<file path="config.mk">
export PLATFORM = sky130hd
export DESIGN_NAME = pfxsum_accel
export DESIGN_NICKNAME = d
export VERILOG_FILES = /design/src/rtl/pfxsum_accel.sv
export SDC_FILE = /design/constraint.sdc
export NUM_CORES = 2
export LEC_CHECK = 0
export ABC_AREA = 1
export CAP_MARGIN = 20
export CORE_AREA = 2 2 580 582
export DETAILED_ROUTE_END_ITERATION = 8
export DIE_AREA = 0 0 582 584
export SLEW_MARGIN = 10
export SYNTH_ARGS = -nofsm -noshare
export SYNTH_HDL_FRONTEND = slang
export SYNTH_SLANG_ARGS = --single-unit
</file>
<file path="constraint.sdc">
create_clock -name clk -period 13.7 [get_ports clk]
set_input_delay 2.74 -clock clk [delete_from_list [all_inputs] [get_ports clk]]
set_output_delay 2.74 -clock clk [all_outputs]
set_load 0.02 [all_outputs]
</file>
<file path="src/rtl/pfxsum_accel.sv">
// pfxsum_accel: streams 512-bit lines over AXI, keeps a running 64-bit-lane prefix sum and reports the round total over SoftReg.
// Define PFXSUM_WRITEBACK_EN to write each line's prefix sums back to WRITE_ADDR.
module pfxsum_accel (
    input  logic         clk,
    input  logic         rst,
    output logic [15:0]  arid_m,
    output logic [63:0]  araddr_m,
    output logic [7:0]   arlen_m,
    output logic [2:0]   arsize_m,
    output logic         arvalid_m,
    input  logic         arready_m,
    input  logic [15:0]  rid_m,
    input  logic [511:0] rdata_m,
    input  logic [1:0]   rresp_m,
    input  logic         rlast_m,
    input  logic         rvalid_m,
    output logic         rready_m,
    output logic [15:0]  awid_m,
    output logic [63:0]  awaddr_m,
    output logic [7:0]   awlen_m,
    output logic [2:0]   awsize_m,
    output logic         awvalid_m,
    input  logic         awready_m,
    output logic [15:0]  wid_m,
    output logic [511:0] wdata_m,
    output logic [63:0]  wstrb_m,
    output logic         wlast_m,
    output logic         wvalid_m,
    input  logic         wready_m,
    input  logic [15:0]  bid_m,
    input  logic [1:0]   bresp_m,
    input  logic         bvalid_m,
    output logic         bready_m,
    input  logic         softreg_req_valid,
    input  logic         softreg_req_isWrite,
    input  logic [31:0]  softreg_req_addr,
    input  logic [63:0]  softreg_req_data,
    output logic         softreg_resp_valid,
    output logic [63:0]  softreg_resp_data
);
    localparam int LANES = 8;
    typedef enum logic [2:0] {IDLE, AR, R, AW_W, B, NEXT} state_t;
    state_t state;
    logic [63:0] read_addr, read_words, read_info, iters, write_addr;
    logic [63:0] total, carry, line, round, acc, rd_val;
    logic [511:0] pfx_line;
    logic done, pending;
    logic rd_req, wr_req, start, round_end, last_round;
    logic [63:0] line_n, round_n;
    logic unused_ok;
    assign arid_m   = 16'd0;
    assign arlen_m  = 8'd0;
    assign arsize_m = 3'd6;
    assign rd_req   = softreg_req_valid && !softreg_req_isWrite;
    assign wr_req   = softreg_req_valid && softreg_req_isWrite;
    assign start    = wr_req && softreg_req_addr == 32'h10;
    assign line_n   = line + 64'd1;
    assign round_n  = round + 64'd1;
    assign round_end  = state == NEXT && (read_words == 64'd0 || line_n == read_words);
    assign last_round = round_n == (iters == 64'd0 ? 64'd1 : iters);
    always_comb begin
        pfx_line = '0;
        acc = carry;
        for (int j = 0; j < LANES; j++) begin
            acc = acc + rdata_m[64*j +: 64];
            pfx_line[64*j +: 64] = acc;
        end
    end
    always_comb begin
        rd_val = softreg_req_addr == 32'h00 ? read_addr :
                 softreg_req_addr == 32'h08 ? read_words :
                 softreg_req_addr == 32'h10 ? read_info :
                 softreg_req_addr == 32'h28 ? iters :
                 softreg_req_addr == 32'h30 ? write_addr : 64'd0;
    end
`ifdef PFXSUM_WRITEBACK_EN
    assign awid_m   = 16'd0;
    assign awlen_m  = 8'd0;
    assign awsize_m = 3'd6;
    assign wid_m    = 16'd0;
    assign wstrb_m  = '1;
    assign wlast_m  = 1'b1;
    assign unused_ok = ^{rid_m, rresp_m, rlast_m, bid_m, bresp_m};
`else
    assign awid_m    = 16'd0;
    assign awaddr_m  = 64'd0;
    assign awlen_m   = 8'd0;
    assign awsize_m  = 3'd0;
    assign awvalid_m = 1'b0;
    assign wid_m     = 16'd0;
    assign wdata_m   = '0;
    assign wstrb_m   = '0;
    assign wlast_m   = 1'b0;
    assign wvalid_m  = 1'b0;
    assign bready_m  = 1'b1;
    assign unused_ok = ^{rid_m, rresp_m, rlast_m, bid_m, bresp_m, bvalid_m, awready_m, wready_m, pfx_line};
`endif
    always_ff @(posedge clk) begin
        if (rst) begin
            state <= IDLE;
            {read_addr, read_words, read_info, iters, write_addr} <= '0;
            {total, carry, line, round} <= '0;
            done <= 1'b0;
            pending <= 1'b0;
            arvalid_m <= 1'b0;
            araddr_m <= 64'd0;
            rready_m <= 1'b0;
            softreg_resp_valid <= 1'b0;
            softreg_resp_data <= 64'd0;
`ifdef PFXSUM_WRITEBACK_EN
            awvalid_m <= 1'b0;
            awaddr_m <= 64'd0;
            wvalid_m <= 1'b0;
            wdata_m <= '0;
            bready_m <= 1'b0;
`endif
        end else begin
            softreg_resp_valid <= 1'b0;
            if (wr_req) begin
                if (softreg_req_addr == 32'h00) read_addr <= softreg_req_data;
                if (softreg_req_addr == 32'h08) read_words <= softreg_req_data;
                if (softreg_req_addr == 32'h10) read_info <= softreg_req_data;
                if (softreg_req_addr == 32'h28) iters <= softreg_req_data;
                if (softreg_req_addr == 32'h30) write_addr <= softreg_req_data;
            end
            // A held ROUND_DONE read is answered with the carry that becomes the total this cycle.
            if (pending && round_end) begin
                softreg_resp_valid <= 1'b1;
                softreg_resp_data <= carry;
                pending <= 1'b0;
            end else if (rd_req && !pending) begin
                if (softreg_req_addr != 32'h18) begin
                    softreg_resp_valid <= 1'b1;
                    softreg_resp_data <= rd_val;
                end else if (done || round_end) begin
                    softreg_resp_valid <= 1'b1;
                    softreg_resp_data <= done ? total : carry;
                end else begin
                    pending <= 1'b1;
                end
            end
            case (state)
                IDLE: if (start) begin
                    {total, carry, line, round} <= '0;
                    done <= 1'b0;
                    state <= read_words == 64'd0 ? NEXT : AR;
                    arvalid_m <= read_words != 64'd0;
                    araddr_m <= read_addr;
                end
                AR: if (arready_m) begin
                    arvalid_m <= 1'b0;
                    rready_m <= 1'b1;
                    state <= R;
                end
                R: if (rvalid_m) begin
                    rready_m <= 1'b0;
                    carry <= pfx_line[511:448];
`ifdef PFXSUM_WRITEBACK_EN
                    awvalid_m <= 1'b1;
                    awaddr_m <= write_addr + (line << 6);
                    wvalid_m <= 1'b1;
                    wdata_m <= pfx_line;
                    state <= AW_W;
`else
                    state <= NEXT;
`endif
                end
`ifdef PFXSUM_WRITEBACK_EN
                AW_W: begin
                    awvalid_m <= awvalid_m && !awready_m;
                    wvalid_m <= wvalid_m && !wready_m;
                    if ((!awvalid_m || awready_m) && (!wvalid_m || wready_m)) begin
                        bready_m <= 1'b1;
                        state <= B;
                    end
                end
                B: if (bvalid_m) begin
                    bready_m <= 1'b0;
                    state <= NEXT;
                end
`endif
                NEXT: begin
                    line <= round_end ? 64'd0 : line_n;
                    if (round_end) begin
                        total <= carry;
                        done <= 1'b1;
                        carry <= 64'd0;
                        round <= round_n;
                    end
                    if (round_end && last_round) begin
                        state <= IDLE;
                    end else if (round_end && read_words == 64'd0) begin
                        state <= NEXT;
                    end else begin
                        state <= AR;
                        arvalid_m <= 1'b1;
                        araddr_m <= read_addr + ((round_end ? 64'd0 : line_n) << 6);
                    end
                end
                default: state <= IDLE;
            endcase
        end
    end
endmodule

</file>
Yosys cells after proc, flatten, opt, wreduce, memory -nomap -nowiden
Cells that the tools add are included.
- memory bits (read-only): 0
- register bits after elaboration: 712
- memories kept: 0
- bits in writable memories: 0
- output and inout bits: 845
- bits of input ports: 654
- logic and storage cells: 131
- latch bits: 0
- shift-type cells: 0
- $mul: 0
- equality and inequality tests: 16
- magnitude comparators: 0
- div/mod/pow operators: 0
- multiplexer cells: 47
- reduce and logical (&&, ||, !) cells: 38
- add/sub/neg operators: 11
- bitwise logic cells: 2
- operators with widths (kind ; number):
    $mux W64 ; 20
    $add A64 B64 Y64 ; 9
    $pmux W64 S2 ; 4
    $pmux W64 S3 ; 1
    $add A64 B1 Y64 const B ; 2
    $eq A64 B64 Y1 ; 2
    $logic_not A64 Y1 ; 2
    $eq A32 B6 Y1 const B ; 2
    $reduce_bool A64 Y1 ; 1
    $eq A32 B4 Y1 const B ; 1
    $eq A32 B5 Y1 const B ; 1
    $logic_not A32 Y1 ; 1
    $ne A32 B5 Y1 const B ; 1
    $mux W3 ; 6
    $reduce_and A2 Y1 ; 7
    $mux W1 ; 12
    $ne A2 B2 Y1 const B ; 6
    $pmux W3 S4 ; 1
    $reduce_and A3 Y1 ; 4
    $reduce_bool A3 Y1 ; 3
    $logic_and A1 B1 Y1 ; 8
    $reduce_and A4 Y1 ; 2
    $reduce_bool A2 Y1 ; 3
    $reduce_and A5 Y1 ; 1
    10 further kinds ; 14

Logic depth before layout (Yosys ltp)
- depth after elaboration: 10
- depth in mapped cells: 41

Least setup slack after synthesis
No wires, ideal clock.
- path type: input port to flip-flop
- start point: input port rdata_m[407]
- end point: register carry[52]
- cell stages on the path: 20
- library setup time: 0.132 ns
- arrival: 6.815 ns
- slack: 6.753 ns
- data required time: 13.568 ns
- cell sequence: fa_1 > fa_1 > inv_1 > fa_1 > inv_1 > fa_1 > ha_1 > nand2_1 > nor2_1 > inv_1 > nor4_1 > nand2_1 > nand3_1 > a21o_1 > nand2_1 > o21ai_0 > a21oi_1 > or2_2 > nand3_1 > a21oi_1
- cells in the longest elaborated chain, start to end: 4
- ends and longest elaborated chain (element ; RTL line ; text):
    from (decl) ; 13 ; input logic [511:0] rdata_m,
    $add A64 B64 Y64 (2 in series) ; 65 ; acc = acc + rdata_m[64*j +: 64];
    $mux W64 ; 155 ; R: if (rvalid_m) begin
    $pmux W64 S3 ; 142 ; case (state)
    to (signal assigned) ; 157 ; carry <= pfx_line[511:448];
    to (decl) ; 45 ; logic [63:0] total, carry, line, round, acc, rd_val;
No other way between the ends. The select of a mux whose other input is x is not followed.
A chain may end at the register's enable or synchronous reset.

Worst setup path after layout
- start point: register line[8]
- end point: register araddr_m[49]
- cells in the longest elaborated chain, start to end: 9
- ends and longest elaborated chain (element ; RTL line ; text):
    from (decl) ; 45 ;
    from (signal assigned) ; 183 ; line <= round_end ? 64'd0 : line_n;
    $add A64 B1 Y64 * ; 57 ; assign line_n = line + 64'd1;
    $eq A64 B64 Y1 ; 59 ; assign round_end = state == NEXT && (read_words == 64'd0 || line_n == read_words);
    $logic_or A1 B1 Y1 ; 59 ;
    $logic_and A1 B1 Y1 ; 59 ;
    $mux W64 ; 197 ; araddr_m <= read_addr + ((round_end ? 64'd0 : line_n) << 6);
    $add A64 B64 Y64 ; 197 ;
    $mux W64 ; 192 ; end else if (round_end && read_words == 64'd0) begin
    $mux W64 ; 190 ; if (round_end && last_round) begin
    $pmux W64 S2 ; 142 ;
    to (signal assigned) ; 148 ; araddr_m <= read_addr;
    to (signal assigned) ; 197 ;
    to (decl) ; 7 ; output logic [63:0] araddr_m,
Mark *: on every way between the ends. The rest lies on a longest branch, timed or not. The select of a mux whose other input is x is not followed.

==> flow_metrics.env <==
export IMPL_synth_area_um2=62000
export IMPL_worst_r2r_path_depth=30
export IMPL_min_delay_path_depth=2
export IMPL_detail_route_antenna_nets=1
export IMPL_synth_edff_count=0
export IMPL_cts_tree="done"
export IMPL_rr_startpoint="line[8]"
export IMPL_start_util_pct=18.6
export IMPL_cts_setup_buffers=0
export IMPL_clock_path_buffers=3
export IMPL_drt_first_pass_iters=6
export IMPL_syn_area_per_cell_um2=6.73
export IMPL_cpMaxStageDelayCell="buf_4"
export IMPL_fin_crit_ns=8.57
export IMPL_fin_area_um2=74500
export IMPL_cts_made_buffers=87
export IMPL_grt_pass1_vias=56500
export IMPL_grt_overflow=0
export IMPL_route_vias_total=60400
export IMPL_antenna_found_initial=117
export IMPL_fmax_ghz=0.117
export IMPL_p_per_area_nw_per_um2=181
export IMPL_die_w_um=582
export IMPL_async_flop_share_pct=0
export IMPL_start_kind="register"
export IMPL_placed_cells_incl_taps=14000
export IMPL_rr_endpoint="araddr_m[49]"
export IMPL_synth_cells=9211
export IMPL_relSlewSlack_pct=23.0
export IMPL_multi_input_area_um2=39300
export IMPL_finalHoldViolCount=0
export IMPL_critPathKind="reg2reg"
export IMPL_areaGrowthSynthToFinish_pct=20.1
export IMPL_crit_buf_inv=2
export IMPL_hold_path_class="reg2reg"
export IMPL_period_share_pct=62.5
export IMPL_portBuffers=744
export IMPL_core_area_um2=333000
export IMPL_max_stage_delay_ns=0.79
export IMPL_cp_required_ns=14.25
export IMPL_fin_skew_ns=0.0593
export IMPL_rsz0062_at_grt="no"
export IMPL_drive_gt1_share_pct=3.46
export IMPL_startpoint="line[8]"
export IMPL_ys_ff_latch=712
export IMPL_setup_violations=0
export IMPL_rows=212
export IMPL_ys_dominant_reg_cell="dfxtp_1"
export IMPL_ys_seq_area_share_pct=23.0
export IMPL_vdd_drop_max_mv=0.144
export IMPL_drt_initial_drc_count=4961
export IMPL_dp_hpwl_mm=266
export IMPL_tightest_slew_ns=1.15
export IMPL_cpMostUsedCell="nand2_1"
export IMPL_min_to="write_addr[20]"
export IMPL_drt_wl_total_mm=318
export IMPL_viasPerCell=4.24
export IMPL_fill_cells=37600
export IMPL_status="finished with violations"
export IMPL_drv_slew=0
export IMPL_violations="antenna rules"
export IMPL_yosys_warnings=0
export IMPL_mostFrequentLayoutCells="nand2_1, inv_1, nor2_1"
export IMPL_regArea_um2=14300
export IMPL_hold_buffers=0
export IMPL_grt_use_total_pct=18.0
export IMPL_setup_tns_ns=0
export IMPL_crit_fanout=70
export IMPL_final_nets=11000
export IMPL_whs_ns=0.447
export IMPL_regToRegSetupSlack_ns=5.13
export IMPL_grt_max_degree=108
export IMPL_cts_root_buf="clkbuf_16"
export IMPL_p_leak_nw=30.9
export IMPL_clk_pin_slew_worst_paths_ns=0.06
export IMPL_die_y_um=584
export IMPL_critical_path_endpoint_type="register"
export IMPL_dpl_cell_area_um2=71400
export IMPL_cts_sinks=712
export IMPL_layout_commonest_cell="nand2_1"
export IMPL_dieArea_um2=340000
export IMPL_drcViolationCount=0
export IMPL_ctsHtreeMaxLevel=3
export IMPL_drv_cap=0
export IMPL_pin_count=1499
export IMPL_grt_pass1_wl_mm=433
export IMPL_finalWeightedCongestion=0.980
export IMPL_post_cts_resized=0
export IMPL_cp_arrival_ns=9.12
export IMPL_min_from="write_addr[20]"
export IMPL_wire_per_inst_um=22.3
export IMPL_fin_cells=14200
export IMPL_ys_types=56
export IMPL_critPathTopFamily="simple AND/OR/NAND/NOR gates"
export IMPL_clk_latency_ns=0.75
## worst max-delay path by stage
stage,cells past startpoint,to,slack (ns)
floorplan,20,carry[52],6.75
global placement,18,carry[62],4.85
detailed placement,18,carry[62],4.84
CTS,30,araddr_m[49],5.34
global route,27,araddr_m[49],4.68
finish,30,araddr_m[49],5.13
## layer usage
layer  wire [um]  track usage (%)  vias to the layer above
met2      158000             32.5                     2365
met1      127000             21.5                    28600
li1            -                -                    29000
met5         119                0                        -
met4       15000             6.65                       18
met3       17600             2.61                      494
## where the power goes
part | switching, mW | internal [mW] | leakage [nW] | total [mW]
clock | 1.11 | 1.42 | 1.48 | 2.53
sequential | 0.173 | 2.14 | 5.75 | 2.32
combinational | 5.83 | 2.78 | 23.7 | 8.61
total | 7.11 | 6.35 | 30.9 | 13.5
## sequential cells by signal, summed over array words and instances (netlist names), 3 cells and up
signal             cells
araddr_m              64
carry                 64
iters                 64
line                  64
read_addr             64
read_info             64
read_words            64
round                 64
softreg_resp_data     64
state                  3
total                 64
write_addr            64
## stage by stage
stage	util [%]	power (mW)	setup WS [ns]
5_1_grt	22.4	14.5	4.68
3_3_place_gp	21.4	11.0	4.85
4_1_cts	22.4	13.5	5.34
3_5_place_dp	21.4	11.0	4.84
2_1_floorplan	-	7.96	6.75
6_report	22.4	13.5	5.13
## cell usage after synthesis, types with 3 or more instances
library cell  number  share of area (%)
xor2_1            46               0.65
a211oi_1          96                1.2
nor3_1            70               0.57
and3_1             5              0.050
nor2_1           930                5.6
a21oi_1          798                6.4
a31oi_1           51               0.51
inv_1           1143                6.9
nand3_2            4              0.065
buf_1             11              0.067
nor2_4            10               0.18
nand2_2            8              0.081
o21ai_0          664                5.4
ha_1             123                2.5
o21ai_1           32               0.26
o21a_1            14               0.17
a21boi_0          14               0.17
a221oi_1           3              0.042
a31o_2             3              0.042
nor2_2             8              0.081
nand4_1           68               0.69
xnor3_1           14               0.51
o311ai_0           3              0.042
nand2_1         2234                 14
fa_1             438                 14
and2_1             3              0.030
xnor2_1           29               0.41
a21o_1            18               0.22
o22ai_1           15               0.15
o211ai_1          50               0.61
buf_6             12               0.22
o21bai_1          27               0.33
inv_2              9              0.054
dfxtp_1          712                 23
nor4_1            20               0.20
buf_2             55               0.44
nand3b_1          16               0.19
clkbuf_1         275                1.7
or2_2             56               0.57
buf_4            718                8.7
nand3_1          385                3.1
## area by class of cell
| type | count | area share (%) |
|---|---|---|
| antenna | 34 | 0.114 |
| multi-input combinational | 6985 | 52.8 |
| tap | 4387 | 7.37 |
| clock buffer | 117 | 3.33 |
| clock inverter | 44 | 0.754 |
| sequential | 712 | 19.1 |
| timing repair buffer | 810 | 10.7 |
| inverter | 1154 | 5.83 |
## tightest hold or removal path: cells and delay by family, from the launching register on
kind	cells	cell delay [ns]
flip-flops	1	0.30
AO/OA/AOI/OAI	1	0.05
buffers and inverters	1	0.05
## cell families (layout without fill, tap and decap cells)
| logic type | count (synthesis) | after routing | share of synthesized area [%] |
|---|---|---|---|
| flops | 712 | 712 | 23.0 |
| fa+ha+maj | 561 | 561 | 16.6 |
| compound gates | 1796 | 1796 | 15.6 |
| xor+xnor | 89 | 89 | 1.57 |
| simple gates | 3825 | 3825 | 25.1 |
| other cells | 2 | 748 | 0.0121 |
| buf+inv | 2226 | 2125 | 18.1 |
Note: power is estimated with default switching activity, not from simulation.
